===== config.mk =====
export PLATFORM = sky130hd
export DESIGN_NAME = seq_pattern_detector
export DESIGN_NICKNAME = d
export VERILOG_FILES = /design/src/rtl/seq_det_pkg.sv /design/src/rtl/sat_counter.sv /design/src/rtl/seq_pattern_detector.sv
export SDC_FILE = /design/constraint.sdc
export NUM_CORES = 1
export LEC_CHECK = 0
export ABC_AREA = 1
export CORE_MARGIN = 3
export CORE_UTILIZATION = 50
export DETAILED_ROUTE_END_ITERATION = 8
export PLACE_DENSITY_LB_ADDON = 0.05
export SLEW_MARGIN = 20
export SYNTH_ARGS = -nofsm -noshare
export SYNTH_HDL_FRONTEND = slang
export SYNTH_HIERARCHICAL = 1
export SYNTH_SLANG_ARGS = --single-unit

===== constraint.sdc =====
create_clock -name clk -period 2.15 [get_ports clk]
set_input_delay 0.5375 -clock clk [delete_from_list [all_inputs] [get_ports clk]]
set_output_delay 0.5375 -clock clk [all_outputs]
set_load 0.01 [all_outputs]

===== src/rtl/seq_det_pkg.sv =====
// -----------------------------------------------------------------------------
// seq_det_pkg
// Shared definitions for the serial pattern detector:
//   det_state_e  - control FSM states (FILL / ARMED / HIT)
//   MAX_PAT_W    - largest supported pattern length
//   FILL_W       - width of the window fill counter, sized for MAX_PAT_W
//   alt_pattern  - builds the alternating 1010... reset pattern
// -----------------------------------------------------------------------------
package seq_det_pkg;

  typedef enum logic [1:0] {
    ST_FILL  = 2'd0,  // fewer than PAT_W valid bits in the window
    ST_ARMED = 2'd1,  // window full, waiting for a matching bit
    ST_HIT   = 2'd2   // a match was registered on the previous edge
  } det_state_e;

  localparam int MAX_PAT_W = 16;

  // Fill counts 0..PAT_W inclusive; sizing for the largest legal PAT_W
  // lets one constant serve every instance.
  localparam int FILL_W = $clog2(MAX_PAT_W + 1);

  // Alternating pattern with the first-received bit (MSB of the pattern) = 1.
  // The result sits in the low pat_w bits.
  function automatic logic [MAX_PAT_W-1:0] alt_pattern(input int pat_w);
    logic [MAX_PAT_W-1:0] p;
    p = '0;
    for (int i = 0; i < MAX_PAT_W; i++) begin
      if (i < pat_w) p = {p[MAX_PAT_W-2:0], ~i[0]};
    end
    return p;
  endfunction

endpackage


===== src/rtl/sat_counter.sv =====
// -----------------------------------------------------------------------------
// sat_counter
// Saturating up-counter with synchronous clear (clear wins over increment).
// Ports:
//   clk   - clock
//   rst   - asynchronous active-high reset (count -> 0)
//   inc   - add one on this edge unless already saturated
//   clr   - synchronous clear, priority over inc
//   count - current count
//   sat   - high while count is all-ones
// -----------------------------------------------------------------------------
module sat_counter #(
  parameter int CNT_W = 8
) (
  input  logic             clk,
  input  logic             rst,
  input  logic             inc,
  input  logic             clr,
  output logic [CNT_W-1:0] count,
  output logic             sat
);

  logic [CNT_W-1:0] r_count;

  // NOTE: sequential state uses non-blocking assignments so every register
  // samples the pre-edge value of its neighbours, independent of block order.
  always_ff @(posedge clk or posedge rst) begin
    if (rst) begin
      r_count <= '0;
    end else if (clr) begin
      r_count <= '0;
    end else if (inc && !sat) begin
      r_count <= r_count + 1'b1;
    end
  end

  assign count = r_count;
  assign sat   = &r_count;

endmodule


===== src/rtl/seq_pattern_detector.sv =====
// -----------------------------------------------------------------------------
// seq_pattern_detector
// Serial bit-pattern detector with configurable pattern, overlapping or
// non-overlapping detection, and a saturating match counter.
// Ports:
//   clk          - clock, all state updates on the rising edge
//   rst          - asynchronous active-high reset
//   in_valid     - in_bit is accepted only when high
//   in_bit       - serial data bit
//   cfg_load     - latch cfg_pattern / cfg_overlap and clear the window;
//                  a bit presented on the same edge is discarded
//   cfg_pattern  - target pattern, MSB is the first bit received
//   cfg_overlap  - 1: overlapping detection, 0: non-overlapping
//   cnt_clr      - synchronous clear of match_count (wins over a match)
//   detected     - one-cycle pulse the cycle after the final pattern bit
//   match_count  - saturating count of matches
//   count_sat    - high while match_count is all-ones
// -----------------------------------------------------------------------------
module seq_pattern_detector
  import seq_det_pkg::*;
#(
  parameter int PAT_W = 4,
  parameter int CNT_W = 8
) (
  input  logic             clk,
  input  logic             rst,
  input  logic             in_valid,
  input  logic             in_bit,
  input  logic             cfg_load,
  input  logic [PAT_W-1:0] cfg_pattern,
  input  logic             cfg_overlap,
  input  logic             cnt_clr,
  output logic             detected,
  output logic [CNT_W-1:0] match_count,
  output logic             count_sat
);

  localparam logic [MAX_PAT_W-1:0] RST_PAT_FULL = alt_pattern(PAT_W);
  localparam logic [PAT_W-1:0]     RST_PAT      = RST_PAT_FULL[PAT_W-1:0];
  localparam logic [FILL_W-1:0]    FILL_FULL    = FILL_W'(PAT_W);

  logic [PAT_W-1:0]  r_hist;
  logic [FILL_W-1:0] r_fill;
  logic [PAT_W-1:0]  r_pattern;
  logic              r_overlap;
  det_state_e        r_state;

  logic [PAT_W-1:0]  w_next_win;
  logic [FILL_W-1:0] w_next_fill;
  logic              w_accept;
  logic              w_match;
  det_state_e        w_next_state;

  // A bit presented together with cfg_load belongs to the old configuration
  // and is dropped.
  assign w_accept    = in_valid & ~cfg_load;
  assign w_next_win  = {r_hist[PAT_W-2:0], in_bit};
  assign w_next_fill = (r_fill == FILL_FULL) ? FILL_FULL : r_fill + 1'b1;
  assign w_match     = w_accept && (w_next_fill == FILL_FULL) &&
                       (w_next_win == r_pattern);

  // Window and configuration registers.
  always_ff @(posedge clk or posedge rst) begin
    if (rst) begin
      r_hist    <= '0;
      r_fill    <= '0;
      r_pattern <= RST_PAT;
      r_overlap <= 1'b1;
    end else if (cfg_load) begin
      r_hist    <= '0;
      r_fill    <= '0;
      r_pattern <= cfg_pattern;
      r_overlap <= cfg_overlap;
    end else if (in_valid) begin
      r_hist <= w_next_win;
      // Non-overlapping mode restarts the window after a match; hist keeps
      // shifting but is ignored until fill reaches PAT_W again.
      r_fill <= (w_match && !r_overlap) ? '0 : w_next_fill;
    end
  end

  // FSM: state register.
  always_ff @(posedge clk or posedge rst) begin
    if (rst) r_state <= ST_FILL;
    else     r_state <= w_next_state;
  end

  // FSM: next-state logic. HIT lasts one cycle; on an idle edge it falls back
  // to whichever of FILL/ARMED the (unchanged) fill count implies.
  always_comb begin
    // NOTE: default assignment first so no path through this block leaves
    // w_next_state unassigned, which would infer a latch.
    w_next_state = r_state;
    if (cfg_load) begin
      w_next_state = ST_FILL;
    end else if (w_match) begin
      w_next_state = ST_HIT;
    end else if (in_valid) begin
      w_next_state = (w_next_fill == FILL_FULL) ? ST_ARMED : ST_FILL;
    end else if (r_state == ST_HIT) begin
      w_next_state = (r_fill == FILL_FULL) ? ST_ARMED : ST_FILL;
    end
  end

  // FSM: output logic, decoded straight from the state register.
  always_comb begin
    detected = (r_state == ST_HIT);
  end

  sat_counter #(
    .CNT_W (CNT_W)
  ) u_sat_counter (
    .clk   (clk),
    .rst   (rst),
    .inc   (w_match),
    .clr   (cnt_clr),
    .count (match_count),
    .sat   (count_sat)
  );

endmodule


==> results of run 1 <==
## repair_timing
item | CTS | global route
resized for setup | 1 | 1
hold buffers | 0 | 0
buffers inserted | 2 | 0
endpoints found under the setup margin | 1 | 1
## area by class of cell
class / count / share of cell area (%)
multi-input cells: 113 / 36.2
clock buffers: 4 / 1.59
inverters: 37 / 8.49
well taps: 30 / 2.27
flip-flops and latches: 23 / 35.1
repair buffers: 29 / 16.3
## final timing paths
check,startpoint,to,cells past startpoint
max,u_sat_counter/count[1],count_sat,6
min,rst,u_sat_counter/count[2],2
max reg2reg,r_fill[0],u_sat_counter/count[0],15
min reg2reg,r_pattern[3],r_pattern[3],2
max in group asynchronous,rst,r_overlap,2
min in group clk,r_pattern[3],r_pattern[3],2
## logic make-up after synthesis
family / count (synthesis) / synth area share [%]
mux: 1 / 0.852
xor+xnor: 3 / 1.99
simple gates: 83 / 29.9
compound gates: 23 / 9.66
fa+ha+maj: 3 / 2.84
buf+inv: 38 / 10.9
flops: 23 / 43.8
## per-stage QoR
step                worst slack, ps  hold WS [ps]  util, %  cells  instance area, um^2
floorplan                       368           353        -    174                 1320
global placement               12.4           476     64.3    230                 1610
detailed placement            -64.1           488     64.3    230                 1610
CTS                            14.5           504     65.9    236                 1650
global route                   2.98           521     66.0    236                 1650
finish                          136           498     66.0    236                 1650
## power by group through the flow
| stage | Combinational, mW | Clock, mW | Sequential [mW] |
|---|---|---|---|
| 6_report | 0.105 | 0.202 | 0.462 |
| 5_1_grt | 0.120 | 0.223 | 0.465 |
| 4_1_cts | 0.106 | 0.207 | 0.462 |
| 3_5_place_dp | 0.106 | 0 | 0.470 |
| 3_3_place_gp | 0.103 | 0 | 0.469 |
| 2_1_floorplan | 0.0649 | 0 | 0.468 |
## layout by cell type (no fill, tap or decap), drive strengths merged
cell	netlist	layout
dfrtp	20	20
nor2	14	14
clkbuf	1	4
dfstp	3	3
o31ai	1	1
clkdlybuf4s50	0	18
nand4	3	3
o22ai	8	8
ha	3	3
xnor2	1	1
o21ai	9	9
clkinv	2	2
nand3	15	15
or2	1	1
nand2	50	50
dlymetal6s2s	0	1
dlygate4sd2	0	1
mux2	1	1
xor2	2	2
a21oi	5	5
buf	0	9
inv	35	35
## registers in the layout, summed over array words and instances, names as in the netlist
register,cells
r_overlap,1
r_fill,5
u_sat_counter/count,8
r_pattern,4
r_hist,3
r_state,2
## worst max-delay path: cells and delay by family (launching register included)
| kind | cells | cell delay [ps] |
|---|---|---|
| fa+ha+maj | 1 | 210 |
| buf+inv | 2 | 310 |
| flops | 1 | 410 |
| simple gates | 3 | 240 |
## metal layers
metal | track usage [%] | wire length, um | vias to the layer above
met1 | 26.0 | 1440 | 580
met2 | 29.4 | 1280 | 24
met3 | 2.49 | 102 | 2
li1 | - | - | 607
met5 | 0 | 0 | -
met4 | 5.63 | 14 | 0
==> results.txt, run 1 <==
- Number of instances in the synthesized netlist: 174
- Die outline area: 3300 um^2
- Derived from the worst setup path, the maximum achievable clock frequency is 497 MHz.
- STA classifies the critical path startpoint as a flop.
* Hpwl dp: 2220 um
- The clock arrives with 5.91 ps of skew.
- In this run the static leakage power is 0.824 nW.
* Required arrival time at the worst endpoint: 1610 ps
* Remaining max-slew budget at the tightest pin: 61.8%
- The analysis attributes to net switching a power of 0.201 mW.
- After synthesis the cells add up to 1320 um^2.
- The smallest clock period supported by the final layout is computed as 2010 ps.
* Avg WL per Cell: 12.0 um
* Ratio of cells with drive above 1 in the final layout: 15.0%
- Register-to-Register Setup Slack: 230 ps
* Number of fill cells: 224
- Number of I/O pins: 21
* Proportion of total power due to net switching: 26.1%
- Number of flops mapped to enable cells by yosys: 0
* Die height: 57.4 um
* Syn Area/Cell: 7.59 um^2
* Detailed-route wire length: 2840 um
* Vias in the first global route: 1,156
- Library cells used by synthesis: 26
* Std-Cell Core Area: 2500 um^2
- After detailed routing, the number of remaining DRC violations is 0.
- Summed over its instances, the top area cell type makes up 37.9% of the synthesized netlist area.
- Insertion delay of the later-clocked pin in the worst-skew pair: 310 ps
* Final hold vios: 0
- Once the floorplan was initialized, standard cells occupied 52.9% of the core.
- Pins over their slew limit: 0
* Number of buffers added by the clock tree synthesis step: 3
- On the worst path, the slowest cell contributes a delay of 410 ps.
* Count of buffers inserted at the top-level ports: 20
* Vias per cell: 5.14
* Start-to-end type of the worst setup path: flop to primary output
- In this design, the critical path's most frequently occurring cell is sky130_fd_sc_hd__nand2_2.
* Hold Path Class: input pin to async pin
- Of the total power, registers draw 60.1%.
- Ranked by instance count, the synthesized netlist is headed by 42 x sky130_fd_sc_hd__nand2_1, 34 x sky130_fd_sc_hd__inv_1, 20 x sky130_fd_sc_hd__dfrtp_1, 13 x sky130_fd_sc_hd__nand3_1, 12 x sky130_fd_sc_hd__nor2_1.
- The tree built by TritonCTS fans out to 23 sinks.
- Number of placement rows: 18
- Area of the multi-input gates: 598 um^2
- Entering global routing, the biggest net connects 16 pins.
* Antenna violations before repair: 0
- Yosys attributes the largest share of cell area to sky130_fd_sc_hd__dfrtp_1 38%, sky130_fd_sc_hd__nand2_1 12%, sky130_fd_sc_hd__inv_1 9.7%.
- Area growth, synth to finish: 24.9%
* RSZ-0062 raised after global routing: no
- Signal arrival time at the worst endpoint: 1480 ps
- Max stage delay cell, worst path: sky130_fd_sc_hd__dfrtp_1
* Global-route wire length before repair: 4860 um
* Run status: complete, no violations
- Max rail drop VDD: 0.418 mV
* Final setup violation count: 0
- In this run the deepest clock path goes through 2 buffers.
- TNS Setup: 0 ps
- Number of synthesized register bits: 23
- Number of nets in the final layout: 221
- The completed layout was analyzed and its total power is 0.769 mW.
* H-tree depth: 1
- For this run, the leading register cell type out of synthesis is sky130_fd_sc_hd__dfrtp_1.
- Number of antenna cells inserted: 0
* Max Cap Violations: 0
- The tree is rooted in a sky130_fd_sc_hd__clkbuf_4.
* Clock tree from TritonCTS: yes
* Actual slew at the worst max-slew pin: 572 ps
- For this run the aggregate overflow at the end of global routing stands at 0.
- Clock group share of total power: 26.2%
- Share of flip-flops with an asynchronous set or reset after synthesis: 100%
- Detailed routing inserted a total of 1,213 vias.
- The synthesized design spends more area on one cell type than any other, namely sky130_fd_sc_hd__dfrtp_1.
- The floorplan step set the die width to 57.4 um.
- In this run the power density over the cells is 466 nW/um^2.
- After clock tree synthesis, the clock-pin slew on the worst setup and hold paths is 130 ps.
- FF/Latch Area: 579 um^2
- Detailed router's first-iteration violation count: 65
* Total routing resource utilization after global routing: 18.4%
- After synthesis, flip-flops and latches occupy 43.8% of the total area.
- In this run the worst path has a maximum fanout of 4.
- Type of element capturing the critical path: primary output
- In this run the remaining antenna-violating nets after routing total 0.
* Portion of the clock cycle consumed by the worst path in the final layout: 93.7%
- Iteration count of the initial detailed-routing pass: 4
- Number of synthesis warnings: 6
- Combinational cell fraction of total power: 13.7%
* Count leader, synth: sky130_fd_sc_hd__nand2_1
- Routability-driven placement finished with a final weighted congestion of 0.892.
* Ordered cell list for the critical path: ha_1 > nand2_2 > nor2_4 > nand2_2 > inv_1 > dlygate4sd2_1
* Net count after synthesis: 188
- The internal power of the cells totals 0.569 mW.
Note: power is estimated with default switching activity, not from simulation.
==> inputs of run 2 (changes only) <==
SLEW_MARGIN = not set   (was 20)
==> results of run 2 <==
No change in the layout: final DEF, timing and power equal those of run 1.
==> inputs of run 3 (changes only) <==
CAP_MARGIN = 15   (was not set)
SKIP_CTS_REPAIR_TIMING = 1   (was not set)
==> run 3 against run 2 <==
- sequential share of layout area is 0.29 points lower
- first-iteration DRC count is 23% higher
- setup slack better by 62 ps
- combinational power hardly changed
- fmax is 3.2% higher
- final cell count is 0.42% higher
- count of clock-buffer cells in the layout stayed put
- clock skew is 2.9 ps lower
- clock power hardly changed
- non-clock buffer count is 1 higher
- critical path depth stayed put
- worst hold slack better by 2.9 ps
- critical path type unchanged
==> results.txt, run 3 (synthesis gave the netlist of run 1 again) <==
- Peak per-stage delay on the critical path: 420 ps (was 410 ps)
- Routed via count: 1,226 (was 1,213)
* Final setup violation count: 0 (unchanged)
* Std-Cell Core Area: 2500 um^2 (unchanged)
- Number of buffers added by the clock tree synthesis step: 3 (unchanged)
- The wire length of the first global-routing pass was 4860 um (about the same).
- The routed wire length is 2850 um (was 2840 um).
- Iteration count of the initial detailed-routing pass: 4 (unchanged)
- Die height: 57.4 um (unchanged)
- Skew final: 2.98 ps (was 5.91 ps)
- Place WS: -64.1 ps (unchanged)
- Clock group share of total power: 26.0% (was 26.2%)
- The maximum resistive drop on vdd is 0.418 mV (about the same).
- RSZ-0062 raised after global routing: no (unchanged).
* Number of nets in the final layout: 222 (was 221)
* Ratio of cells with drive above 1 in the final layout: 15.9% (was 15.0%)
* Detailed router's first-iteration violation count: 80 (was 65)
- The routability congestion estimate from global placement was 0.892 (unchanged).
- The number of flip-flops in the largest register was 8 (unchanged).
- Most frequent cell on the critical path: sky130_fd_sc_hd__nand2_2 (unchanged)
* Vias per cell: 5.17 (was 5.14)
- Run status: complete, no violations (unchanged)
* Max Cap Violations: 0 (unchanged)
- The half-perimeter wire length of the detailed placement result came to 2220 um (unchanged).
- The total die area is 3300 um^2 (unchanged).
* Worst Hold Slack: 501 ps (was 498 ps)
* Number of placement rows: 18 (unchanged)
- Required arrival time at the worst endpoint: 1610 ps (about the same)
- The switching power was 0.199 mW (was 0.201 mW).
- The power density of the placed cells was 461 nW/um^2 (was 466 nW/um^2).
* Insertion delay of the later-clocked pin in the worst-skew pair: 300 ps (was 310 ps)
* Root Buffer: sky130_fd_sc_hd__clkbuf_4 (unchanged)
- Antenna-violating nets left: 0 (unchanged)
- The max-slew violation count came to 0 (unchanged).
* Most common cell after layout, fill and taps aside: sky130_fd_sc_hd__nand2_1 (unchanged)
* DP Cell Count: 230 (unchanged)
- Hold Path Class: input pin to async pin (unchanged)
- Actual slew at the worst max-slew pin: 572 ps (about the same)
- The sequential share of power is 60.2% (was 60.1%).
- The total I/O pin count is 21 (unchanged).
* CTS Buffer Depth: 2 (unchanged)
* Area growth, synth to finish: 25.9% (was 24.9%)
* Combinational cell fraction of total power: 13.7% (about the same)
- Vias in the first global route: 1,151 (was 1,156)
- The clock tree from TritonCTS is yes (unchanged).
- Avg WL per Cell: 12.0 um (about the same)
- Final routed DRC violation total: 0 (unchanged)
- Portion of the clock cycle consumed by the worst path in the final layout: 90.8% (was 93.7%)
- The remaining max-slew budget at the tightest pin is 61.8% (about the same).
* Total routing resource utilization after global routing: 18.4% (about the same)
- The kind of end point of the critical path is a primary output (unchanged).
* Final hold vios: 0 (unchanged)
- The minimum period implied by the final worst setup slack was 1950 ps (was 2010 ps).
- Number of antenna cells inserted: 0 (unchanged)
- The slack of the critical path is 198 ps (was 136 ps).
- Number of cells traversed by the worst register-to-register path: 15 (unchanged)
- The highest achievable clock rate is 512 MHz (was 497 MHz).
- Pin count of the biggest net entering global routing: 16 (unchanged)
- Ordered cell list for the critical path: ha_2 > nand2_2 > nor2_4 > nand2_2 > inv_1 > dlymetal6s2s_1 (was ha_1 > nand2_2 > nor2_4 > nand2_2 > inv_1 > dlygate4sd2_1).
- The count of port buffers added during placement came to 20 (unchanged).
- Overall die width: 57.4 um (unchanged)
- The leftover overflow at the end of global routing came to 0 (unchanged).
- The number of levels in the clock H-tree came to 1 (unchanged).
- Number of fill cells: 226 (was 224)
* Register clock-pin slew on the reported worst setup and hold paths: 130 ps (about the same)
* Antenna violations before repair: 0 (unchanged)
* Proportion of total power due to net switching: 25.9% (was 26.1%)
- Highest-count cells in the layout ignoring fill and taps: 42 x sky130_fd_sc_hd__nand2_1, 34 x sky130_fd_sc_hd__inv_1, 20 x sky130_fd_sc_hd__dfrtp_1 (unchanged)
* Max stage delay cell, worst path: sky130_fd_sc_hd__dfrtp_1 (unchanged)
* Pleak: 0.840 nW (was 0.824 nW)
- The kind of start point of the critical path was a flop (unchanged).
- The internal power component was 0.569 mW (about the same).
* Signal arrival time at the worst endpoint: 1410 ps (was 1480 ps)
* Highest net fanout along the worst path: 4 (unchanged)
- The path type of the worst setup path is flop to primary output (unchanged).
* Initial cell density of the core: 52.9% (unchanged)
* Number of standard cells in the final layout excluding fillers: 237 (was 236)
- CTS sink cnt: 23 (unchanged)
==> run 3: changes by cell type in the layout (fill, tap and decap cells not counted) <==
cell | previous run | this run
sky130_fd_sc_hd__ha_1 | 3 | 2
sky130_fd_sc_hd__dlymetal6s2s_1 | 1 | 2
sky130_fd_sc_hd__ha_2 | 0 | 1
sky130_fd_sc_hd__buf_4 | 9 | 10
sky130_fd_sc_hd__dlygate4sd2_1 | 1 | 0
==> run 3: layer usage <==
metal  up-vias  global-route usage, %  share of wire, %
met1       584                   26.2                49
li1        609                      -                 -
met4         0                   5.63              0.49
met3         2                   2.49               4.5
met2        31                   29.0                46
met5         -                      0                 0
==> run 3: through the flow <==
stage	TNS, ps	util, %	cell area [um^2]	power (mW)
after global placement	0	64.3	1610	0.572
after CTS	-214	65.4	1630	0.775
final	0	66.6	1660	0.767
after floorplan	0	-	1320	0.533
after global routing	0	66.6	1660	0.808
after detailed placement	-292	64.3	1610	0.576
==> run 3: cell type report <==
class | count | area [um^2] | share of cell area (%)
clock buffers | 4 | 26.3 | 1.58
multi-input cells | 113 | 601 | 36.1
inverters | 37 | 140 | 8.42
repair buffers | 30 | 280 | 16.8
flip-flops and latches | 23 | 579 | 34.8
well taps | 30 | 37.5 | 2.26
==> run 3: path summary, 6_finish.rpt <==
path / start / to / slack [ps]
setup / recovery: u_sat_counter/count[1] / count_sat / 200
hold / removal: rst / u_sat_counter/count[2] / 500
hold reg to reg: r_pattern[3] / r_pattern[3] / 510
setup reg to reg: r_fill[0] / u_sat_counter/count[6] / 240
max in group asynchronous: rst / r_overlap / 1180
min in group clk: r_pattern[3] / r_pattern[3] / 510
==> run 3: power by group through the flow <==
stage               clock, mW  combinational (mW)  sequential (mW)
floorplan                   0              0.0649            0.468
global placement            0               0.103            0.469
detailed placement          0               0.106            0.470
CTS                     0.207               0.106            0.462
global route            0.223               0.120            0.465
finish                  0.200               0.105            0.462
==> run 3: worst max-delay path, delay by kind of cell (launching register included) <==
| kind | cells | cell delay, ps |
|---|---|---|
| DFF | 1 | 420 |
| and+or+nand+nor | 3 | 290 |
| adders and majority gates | 1 | 210 |
| buffers and inverters | 2 | 200 |
